### config.mk
export PLATFORM = sky130hd
export DESIGN_NAME = card_flip_game_ctrl
export DESIGN_NICKNAME = d
export VERILOG_FILES = /design/src/rtl/card_flip_game_ctrl.sv
export SDC_FILE = /design/constraint.sdc
export NUM_CORES = 1
export LEC_CHECK = 0
export CORE_MARGIN = 2
export CORE_UTILIZATION = 38
export DETAILED_ROUTE_END_ITERATION = 10
export PLACE_DENSITY = 0.71
export SLEW_MARGIN = 20
export SYNTH_ARGS = -nofsm -noshare
export SYNTH_HDL_FRONTEND = slang
export SYNTH_SLANG_ARGS = --single-unit
### constraint.sdc
create_clock -name clk -period 5.1 [get_ports clk]
set_input_delay 0.51 -clock clk [delete_from_list [all_inputs] [get_ports clk]]
set_output_delay 0.51 -clock clk [all_outputs]
set_load 0.05 [all_outputs]
### src/rtl/card_flip_game_ctrl.sv
// Game sequencer for the 16-card memory-match game: shuffle handshake, flip arbitration,
// pair compare and mismatch hold. Optional move limit enabled by CARD_FLIP_MOVE_LIMIT_EN.
module card_flip_game_ctrl #(
    parameter int HOLD_CYCLES = 50_000_000,
    parameter int MAX_MOVES   = 40
) (
    input  logic        clk,
    input  logic        reset,
    input  logic        start_game,
    input  logic        flip,
    input  logic [3:0]  card_sel,
    output logic        rand_start,
    input  logic        rand_busy,
    input  logic [0:47] random_num,
    output logic [0:47] deck,
    output logic [15:0] face_up,
    output logic [15:0] matched,
    output logic [7:0]  moves,
    output logic        busy,
    output logic        game_over,
    output logic        game_lost
);

    localparam int TW = (HOLD_CYCLES > 1) ? $clog2(HOLD_CYCLES) : 1;

    localparam logic [3:0] S_IDLE      = 4'd0;
    localparam logic [3:0] S_SHUF_REQ  = 4'd1;
    localparam logic [3:0] S_SHUF_WAIT = 4'd2;
    localparam logic [3:0] S_PICK1     = 4'd3;
    localparam logic [3:0] S_PICK2     = 4'd4;
    localparam logic [3:0] S_COMPARE   = 4'd5;
    localparam logic [3:0] S_SHOW_MISS = 4'd6;
    localparam logic [3:0] S_DONE_WIN  = 4'd7;
    localparam logic [3:0] S_DONE_LOSE = 4'd8;

    logic [3:0]    state, next_state;
    logic [3:0]    first, second;
    logic [TW-1:0] timer;
    logic [2:0]    first_val, second_val;
    logic [15:0]   sel_bit, pair_bits;
    logic          flip_ok1, flip_ok2, pair_equal, lose_now, all_matched;

    always_comb begin
        first_val   = deck[6'(first) * 6'd3 +: 3];
        second_val  = deck[6'(second) * 6'd3 +: 3];
        pair_equal  = (first_val == second_val);
        sel_bit     = 16'b1 << card_sel;
        pair_bits   = (16'b1 << first) | (16'b1 << second);
        all_matched = ((matched | pair_bits) == '1);
        flip_ok1    = flip && !face_up[card_sel] && !matched[card_sel];
        flip_ok2    = flip_ok1 && (card_sel != first);
`ifdef CARD_FLIP_MOVE_LIMIT_EN
        lose_now    = (moves == 8'(MAX_MOVES));
`else
        lose_now    = 1'b0;
`endif
    end

    always_comb begin
        next_state = state;
        case (state)
            S_IDLE, S_DONE_WIN, S_DONE_LOSE:
                if (start_game) next_state = S_SHUF_REQ;
            S_SHUF_REQ:
                if (rand_busy) next_state = S_SHUF_WAIT;
            S_SHUF_WAIT:
                if (!rand_busy) next_state = S_PICK1;
            S_PICK1:
                if (flip_ok1) next_state = S_PICK2;
            S_PICK2:
                if (flip_ok2) next_state = S_COMPARE;
            S_COMPARE:
                if (pair_equal)    next_state = all_matched ? S_DONE_WIN : S_PICK1;
                else if (lose_now) next_state = S_DONE_LOSE;
                else               next_state = S_SHOW_MISS;
            S_SHOW_MISS:
                if (timer == '0) next_state = S_PICK1;
            default:
                next_state = S_IDLE;
        endcase
    end

    // Status outputs are registered from next_state so they line up with the state register.
    always_ff @(posedge clk or posedge reset) begin
        if (reset) begin
            state      <= S_IDLE;
            rand_start <= 1'b0;
            busy       <= 1'b0;
            game_over  <= 1'b0;
            deck       <= '0;
            face_up    <= '0;
            matched    <= '0;
            moves      <= '0;
            first      <= '0;
            second     <= '0;
            timer      <= '0;
        end else begin
            state      <= next_state;
            rand_start <= (next_state == S_SHUF_REQ);
            busy       <= (next_state == S_SHUF_REQ) || (next_state == S_SHUF_WAIT) ||
                          (next_state == S_COMPARE)  || (next_state == S_SHOW_MISS);
            game_over  <= (next_state == S_DONE_WIN) || (next_state == S_DONE_LOSE);
            case (state)
                S_IDLE, S_DONE_WIN, S_DONE_LOSE: begin
                    if (start_game) begin
                        face_up <= '0;
                        matched <= '0;
                        moves   <= '0;
                    end
                end
                S_SHUF_WAIT: begin
                    if (!rand_busy) deck <= random_num;
                end
                S_PICK1: begin
                    if (flip_ok1) begin
                        face_up <= face_up | sel_bit;
                        first   <= card_sel;
                    end
                end
                S_PICK2: begin
                    if (flip_ok2) begin
                        face_up <= face_up | sel_bit;
                        second  <= card_sel;
                        if (moves != 8'hFF) moves <= moves + 8'd1;
                    end
                end
                S_COMPARE: begin
                    if (pair_equal) begin
                        matched <= matched | pair_bits;
                        face_up <= face_up & ~pair_bits;
                    end else if (lose_now) begin
                        face_up <= '0;
                    end else begin
                        timer <= TW'(HOLD_CYCLES - 1);
                    end
                end
                S_SHOW_MISS: begin
                    if (timer == '0) face_up <= face_up & ~pair_bits;
                    else             timer   <= timer - 1'b1;
                end
                default: ;
            endcase
        end
    end

`ifdef CARD_FLIP_MOVE_LIMIT_EN
    always_ff @(posedge clk or posedge reset) begin
        if (reset) game_lost <= 1'b0;
        else       game_lost <= (next_state == S_DONE_LOSE);
    end
`else
    assign game_lost = 1'b0;
`endif

endmodule

# After elaboration in Yosys (flattened, before gate mapping)
# Index checks and enable logic that the tools add are counted.
[classes]
bitwise_logic = 8
n_reduce_logical = 23
addsub = 2
n_eq_ne = 26
n_mul = 2
shifts = 5
n_lt_le_gt_ge = 1
muxes = 28
[op_table]
columns = ["op", "n"]
rows = [
  ["$shiftx 48x7->49", 2],
  ["$mux 16", 6],
  ["$pmux 16 s5", 1],
  ["$mux 26", 2],
  ["$pmux 26 s2", 1],
  ["$or 16x16->16", 3],
  ["$shl 1x4->16 const A", 3],
  ["$pmux 16 s2", 1],
  ["$eq 4x3->1 const B", 7],
  ["$pmux 4 s7", 1],
  ["$logic_not 26->1", 1],
  ["$sub 26x1->26 const B", 1],
  ["$mux 4", 6],
  ["$mux 8", 3],
  ["$and 16x16->16", 1],
  ["$eq 16x16->1 const B", 1],
  ["$ne 2x2->1 const B", 8],
  ["$not 16->16", 1],
  ["$pmux 8 s2", 1],
  ["$not 6->7", 2],
  ["$eq 4x2->1 const B", 3],
  ["$mul 4x2->6 const B", 2],
  ["$add 8x1->8 const B", 1],
  ["$bmux 1 s4", 2],
  ["20 further kinds", 35],
]
[word_totals]
input_bits = 57
out_inout_bits = 92
elab_cells = 106
ff_bits = 129

# Longest topological paths before layout
# Gate-level depths: netlist of the first run.
[logic_depth]
ltp_word = 12
mapped_depth = 18
mapped_depth_nobuf = 13

# Worst setup path after synthesis of the first run
# No wires, ideal clock.
[synth_path]
path_type = "reg-to-reg"
start = "reg first[2]"
end = "reg busy"
t_required_ns = 4.975
setup_ns = 0.125
slack_ns = 1.022
period_less_slack_ns = 4.078
arrival_time_ns = 3.953
stages_incl_launch_ff = 15
path_buffers = 2
path_cell_list = "dfrtp_1 > clkbuf_1 > inv_1 > fa_1 > buf_4 > mux2_2 > mux4_2 > or2_2 > o2111a_1 > a211oi_1 > xor2_1 > nor4b_2 > nor2_2 > inv_2 > mux2_4"
[synth_via]
elab_cells_between_ends = 21
classes_between = "mul (1); eq/ne (7); shift (2); mux (4); bitwise (3); reduce/logical (4)"
[synth_lines]
columns = ["element", "line_no", "source"]
rows = [
  ["from (decl)", "37", "logic [3:0] first, second;"],
  ["from (signal assigned)", "117", "first <= card_sel;"],
  ["$mul 4x2->6", "44", "first_val = deck[6'(first) * 6'd3 +: 3];"],
  ["$not 6->7 (not written as such)", "44", ""],
  ["$shiftx 48x7->49", "44", ""],
  ["$eq 3x3->1", "46", "pair_equal = (first_val == second_val);"],
  ["$mux 3", "73", "if (pair_equal) next_state = all_matched ? S_DONE_WIN : S_PICK1;"],
  ["$pmux 4 s7 *", "61", "case (state)"],
  ["named net next_state[0]", "36", "logic [3:0] state, next_state;"],
  ["$eq 4x1->1 / $eq 4x2->1 (equally long branches)", "100", "busy <= (next_state == S_SHUF_REQ) || (next_state == S_SHUF_WAIT) ||"],
  ["$logic_or 1x1->1 (2 in a row)", "100", ""],
  ["$logic_or 1x1->1 *", "101", "(next_state == S_COMPARE) || (next_state == S_SHOW_MISS);"],
  ["to (signal assigned)", "100", ""],
  ["to (decl)", "19", "output logic busy,"],
]
# The timed path passes the listed nets; every way through them passes the cells marked *.
# A chain may end at the register's enable or synchronous reset.

# Final worst setup path of the first run
[layout_path]
start = "reg first[2]"
end = "reg face_up[11]"
[layout_via]
elab_chain_len = 6
elab_cells_between_ends = 16
classes_between = "mul (1); eq/ne (4); shift (2); mux (3); bitwise (4); reduce/logical (2)"
[layout_rtl]
columns = ["element", "line_no", "source"]
rows = [
  ["$mul 4x2->6 / $shl 1x4->16 (equally long branches)", "44, 48", ""],
  ["$not 6->7 (not written as such) / $or 16x16->16 (equally long branches)", "44, 48", ""],
  ["$shiftx 48x7->49 / $not 16->16 (equally long branches)", "44, 130, 138", ""],
  ["$eq 3x3->1 / $and 16x16->16 (equally long branches)", "46, 130, 138", ""],
  ["$ne 2x2->1 (no source line) (tied with other cells)", "--", ""],
  ["$reduce_and 6->1 (no source line) / $pmux 16 s5 (equally long branches)", "--", ""],
  ["to (signal assigned)", "116", "face_up <= face_up | sel_bit;"],
  ["to (signal assigned)", "122", "face_up <= face_up | sel_bit;"],
  ["to (signal assigned)", "130", "face_up <= face_up & ~pair_bits;"],
  ["to (decl)", "16", "output logic [15:0] face_up,"],
]
# Several ways; a longest one is shown, not always the timed one. The select of a mux whose other input is x is not followed.

==> results of run 1 <==
kinds of logic (layout without fill, tap and decap cells):
group / Yosys count / count (layout)
buffers and inverters: 73 / 224
adder cells (fa/ha/maj): 21 / 21
flip-flops: 129 / 129
AND/OR/NAND/NOR: 266 / 266
multiplexers: 139 / 139
XOR/XNOR: 41 / 41
other: 1 / 1
AO/OA/AOI/OAI: 151 / 151
worst max-delay path, delay by kind of cell (launching register included):
| family | cells | cell delay [ns] |
|---|---|---|
| xor+xnor | 1 | 0.19 |
| compound gates | 4 | 0.77 |
| flops | 1 | 0.52 |
| fa+ha+maj | 1 | 0.83 |
| buf+inv | 3 | 0.88 |
| mux | 2 | 0.76 |
| simple gates | 2 | 0.29 |
cell usage in the layout, fill, tap and decap left out, types with 13 or more instances in the layout:
cell	count
mux4_2	59
nor2_1	42
mux2i_1	16
o21ai_0	15
and2_1	13
nand2b_1	24
nand2_1	57
nand3_1	20
clkbuf_16	17
buf_4	24
clkdlybuf4s50_1	147
dfrtp_1	128
ha_1	19
mux2_2	62
nor3_1	36
nor4_1	18
xor2_1	17
a22o_1	28
a21oi_1	33
inv_1	18
xnor2_1	21
area by class of cell:
type                       instances  area share, %
multi-input combinational        619           47.9
sequential                       129           28.2
timing repair buffer             172           14.6
clock buffer                      20           4.07
tap                              319           3.48
clock inverter                    12           1.15
inverter                          20          0.677
path summary, 6_finish.rpt:
path / to / startpoint / depth (start not counted) / slack (ns)
hold reg to reg: timer[19] / timer[19] / 2 / 0.51
max in group asynchronous: deck[4] / reset / 3 / 3.55
setup reg to reg: face_up[11] / first[2] / 13 / 0.70
setup / recovery: face_up[11] / first[2] / 13 / 0.70
min in group asynchronous: timer[17] / reset / 2 / 0.54
hold / removal: timer[19] / timer[19] / 2 / 0.51
metrics by stage:
step                setup WS, ns  hold WS [ns]  utilization (%)
floorplan                   1.02         0.475                -
global placement           0.802         0.496             46.3
detailed placement         0.713         0.499             46.3
CTS                        0.682         0.519             48.8
global route               0.298         0.546             48.8
finish                     0.703         0.514             48.8
layer usage:
metal	vias to the layer above	part of all wire, %	GRT usage, %	wire, um
li1	3404	-	-	-
met1	3741	43	28.3	10700
met2	368	46	32.5	11600
met3	49	9.2	5.63	2310
met4	0	1.9	6.18	482
met5	-	0	0	0
registers in the layout, indices dropped and copies added, names as in the netlist:
signal      cells
timer          26
second          4
busy            1
deck           48
state           4
matched        16
game_over       1
face_up        16
rand_start      1
moves           8
first           4
==> results.toml, run 1 <==
[logic_synthesis]
synth_top_family_by_area = "multiplexers"
synth_xor_area_share_pct = 4.20
async_flop_share_pct = 100
synthTopCellsByArea = "dfrtp_1, mux4_2, mux2_2"
yosysMostFrequentCell = "dfrtp_1"
yosys.area.top_type = "dfrtp_1"
yosys_warnings = 0
syn-cell-area_um2 = 9090
synth_seq_cells = 129
yosysUniqueCellTypes = 78
synth.area.mux_share_pct = 24.3
synth_compound_area_share_pct = 12.9
synth_area_per_cell_um2 = 11.1
syn_nets = 899
synth_edf_count = 0
synth_cells = 821
synth-main-ff-cell = "dfrtp_1"
synth-simple-area-share_pct = 15.6
ys_top_cells_by_count = "dfrtp_1, mux2_2, mux4_2"
yosysSeqAreaShare_pct = 35.5
synth.top_cell.area_share_pct = 35.5
synth_fa_ha_area_share_pct = 3.05

[global_routing]
grt_pass1_wl_um = 40700
track_usage_pct = 20.8
grt_max_degree = 54
grt_pass1_vias = 7505
grt.overflow.total = 0
antenna_found_initial = 0

[layout]
synthToLayoutAreaGrowth_pct = 26.1
num-nets-final = 1037
final_area_um2 = 11500
multi_input_area_um2 = 5490
drive_gt1_share_pct = 22.1
antennaDiodeCount = 0
register_area_um2 = 3230
final_cells = 1291
n_fill_cell = 2104

[critical_path]
worstPathCellList = "inv_1 > fa_2 > buf_4 > mux4_2 > mux2i_1 > nor3_1 > o21ai_0 > o211ai_1 > xnor2_1 > o31ai_2 > and3_1 > buf_4 > a21oi_1"
slowest_delay_ns = 0.83
worstSetupStartpointType = "register"
cp_max_fo = 20
critPathSlowestCell = "fa_2"
end_kind = "register"
crit_arrival_ns = 4.69
critPathRequiredTime_ns = 5.39
cpMostUsedCell = "buf_4"
worstSetupPathType = "register to register"

[clock_tree]
cts_buffers = 17
clkLatencyLatePin_ns = 0.44
cts_num_sinks = 129
htree_levels = 4
cts_hold_buf = 0
cts_buffer_depth = 2
cts_root_buffer = "clkbuf_16"
cts_resized = 0
cts_setup_buffers = 0
cts.clk_slew.worst_paths_ns = 0.06
tritoncts = "done"

[placement]
placedCellCount = 1259
dp_hpwl_um = 18000
routabilityCongestion = 0.899
portBuffers = 147
dpl_cell_area_um2 = 10900

[route]
viasPerCell = 5.86
vias = 7562
ant_nets = 0
post_drt_wl_per_cell_um = 19.4
drc = 0
routed_wl_um = 25000
firstDrtPassIters = 5
drt_iter0_drc = 697

[sta]
tns_ns = 0
grt_setup_unrepaired = "no"
skew_ns = 0.0125
slew_viol_final = 0
hold_viol = 0
post-route-period-util_pct = 86.2
period_minus_slack_ns = 4.40
setup_viol = 0
max_slew_margin_pct = 46.5
worstMarginPinSlew_ns = 0.801
max_freq_mhz = 227

[run]
drv_cap = 0

[floorplanning]
start_util_pct = 38.7
core.rowCount = 56
dieArea_um2 = 25200
ioPinCount = 149
die_h_um = 159
die_w_um = 159
core_um2 = 23500

[outcome]
run_status = "finished, final reports clean"

[hold_path]
hold_class = "register to register"
Power of run 1 is not shown: default switching activity piles up to over one toggle a cycle in this logic, so the estimate is an artifact.
==> inputs of run 2 (changes only) <==
--- a/config.mk
+++ b/config.mk
@@ -5,7 +5,7 @@
 export SDC_FILE = /design/constraint.sdc
 export NUM_CORES = 1
 export LEC_CHECK = 0
-export CORE_MARGIN = 2
+export CORE_MARGIN = 4
 export CORE_UTILIZATION = 38
 export DETAILED_ROUTE_END_ITERATION = 10
 export PLACE_DENSITY = 0.71
==> run 2 against run 1 <==
Net effect: non-clock buffer count rose by 2; maximum frequency rose by 0.40%; first-iteration DRC count increased by 14%; critical path type unchanged; largest cell class unchanged.
==> results.toml, run 2 (synthesis results as in run 1) <==
[clock_tree]
cts_resized = 0
cts_setup_buffers = 0
htree_levels = 4
cts_buffers = 17
clkLatencyLatePin_ns = 0.42
cts.clk_slew.worst_paths_ns = 0.06
cts_buffer_depth = 2
tritoncts = "done"
cts_hold_buf = 0
cts_num_sinks = 129
cts_root_buffer = "clkbuf_16"

[global_routing]
grt.overflow.total = 0
grt_max_degree = 55
antenna_found_initial = 0
track_usage_pct = 19.6
grt_pass1_vias = 7638
grt_pass1_wl_um = 41900

[run]
drv_cap = 0

[layout]
regMostFlops = "deck"
largest_reg_flops = 48
final_cells = 1293
drive_gt1_share_pct = 22.2
final_cell_mix = "clkdlybuf4s50_1, dfrtp_1, mux2_2"
antennaDiodeCount = 0
layout_commonest_cell = "clkdlybuf4s50_1"
top_regs = "deck x48, timer x26"
n_fill_cell = 2078
num-nets-final = 1039
postLayoutCoreUtil_pct = 48.9
synthToLayoutAreaGrowth_pct = 26.3

[placement]
placedCellCount = 1261
routabilityCongestion = 0.884
dp_hpwl_um = 18300
portBuffers = 147

[critical_path]
critPathSlowestCell = "fa_2"
worstPathCellList = "inv_1 > fa_2 > mux2_2 > mux4_2 > or2_2 > o2111a_1 > a211oi_1 > xor2_1 > o31ai_2 > buf_4 > nand2_1 > nor4_1"
worstSetupPathType = "register to register"
r2r_slack_ns = 0.72
end_kind = "register"
cp_max_fo = 28
slowest_delay_ns = 0.82
critPathRequiredTime_ns = 5.41
worstSetupStartpointType = "register"
crit_arrival_ns = 4.69

[floorplanning]
ioPinCount = 149
die_h_um = 163
core_um2 = 23500
core.rowCount = 56
dieArea_um2 = 26500
die_w_um = 163
start_util_pct = 38.7

[route]
firstDrtPassIters = 5
ant_nets = 0
post_drt_wl_per_cell_um = 19.7
routed_wl_um = 25400
drt_iter0_drc = 796
viasPerCell = 5.82
drc = 0
vias = 7521

[sta]
hold_viol = 0
grt_setup_unrepaired = "no"
post-route-period-util_pct = 85.9
tns_ns = 0
worstMarginPinSlew_ns = 0.716
max_slew_margin_pct = 52.3
slew_viol_final = 0
max_freq_mhz = 228
period_minus_slack_ns = 4.38
setup_viol = 0
skew_ns = 0.0128

[hold_path]
hold_class = "input port to asynchronous set/reset pin"

[outcome]
run_status = "finished, final reports clean"
-- run 2: per-layer routing --
metal / share of wire (%) / vias up / wire, um / global-route usage, %
met4: 1.8 / 0 / 452 / 5.03
met2: 46 / 354 / 11600 / 30.0
li1: - / 3395 / - / -
met5: 0 / - / 0 / 0
met1: 44 / 3724 / 11300 / 27.6
met3: 8.4 / 48 / 2120 / 5.59
-- run 2: critical path: cells and delay by family (launching register included) --
| kind | cells | cell delay [ns] |
|---|---|---|
| AO/OA/AOI/OAI | 3 | 0.69 |
| XOR/XNOR | 1 | 0.15 |
| adder cells (fa/ha/maj) | 1 | 0.82 |
| buffers and inverters | 2 | 0.50 |
| flip-flops | 1 | 0.53 |
| multiplexers | 2 | 0.87 |
| AND/OR/NAND/NOR | 3 | 0.67 |
-- run 2: final cells by class --
type | count | area [um^2] | area share [%]
clock buffers | 19 | 443 | 3.86
repair buffers | 174 | 1670 | 14.6
clock inverters | 13 | 173 | 1.50
well taps | 319 | 399 | 3.48
multi-input cells | 619 | 5490 | 47.8
flip-flops and latches | 129 | 3230 | 28.1
inverters | 20 | 77.6 | 0.676
-- run 2: through the flow --
| step | setup WS [ns] | instance area [um^2] | hold WS, ns |
|---|---|---|---|
| finish | 0.721 | 11500 | 0.453 |
| global route | 0.405 | 11500 | 0.489 |
| detailed placement | 0.712 | 10900 | 0.504 |
| floorplan | 1.02 | 9090 | 0.475 |
| global placement | 0.843 | 10900 | 0.497 |
| CTS | 0.691 | 11500 | 0.459 |
-- run 2: final timing paths --
check                          start    endpoint  depth (start not counted)
setup reg to reg            first[2]  rand_start                         12
hold / removal                 reset    deck[18]                          2
setup / recovery            first[2]  rand_start                         12
max in group asynchronous      reset   second[0]                          3
min in group clk           timer[19]   timer[19]                          2
hold reg to reg            timer[19]   timer[19]                          2
Power of run 2 is left out for the same reason.
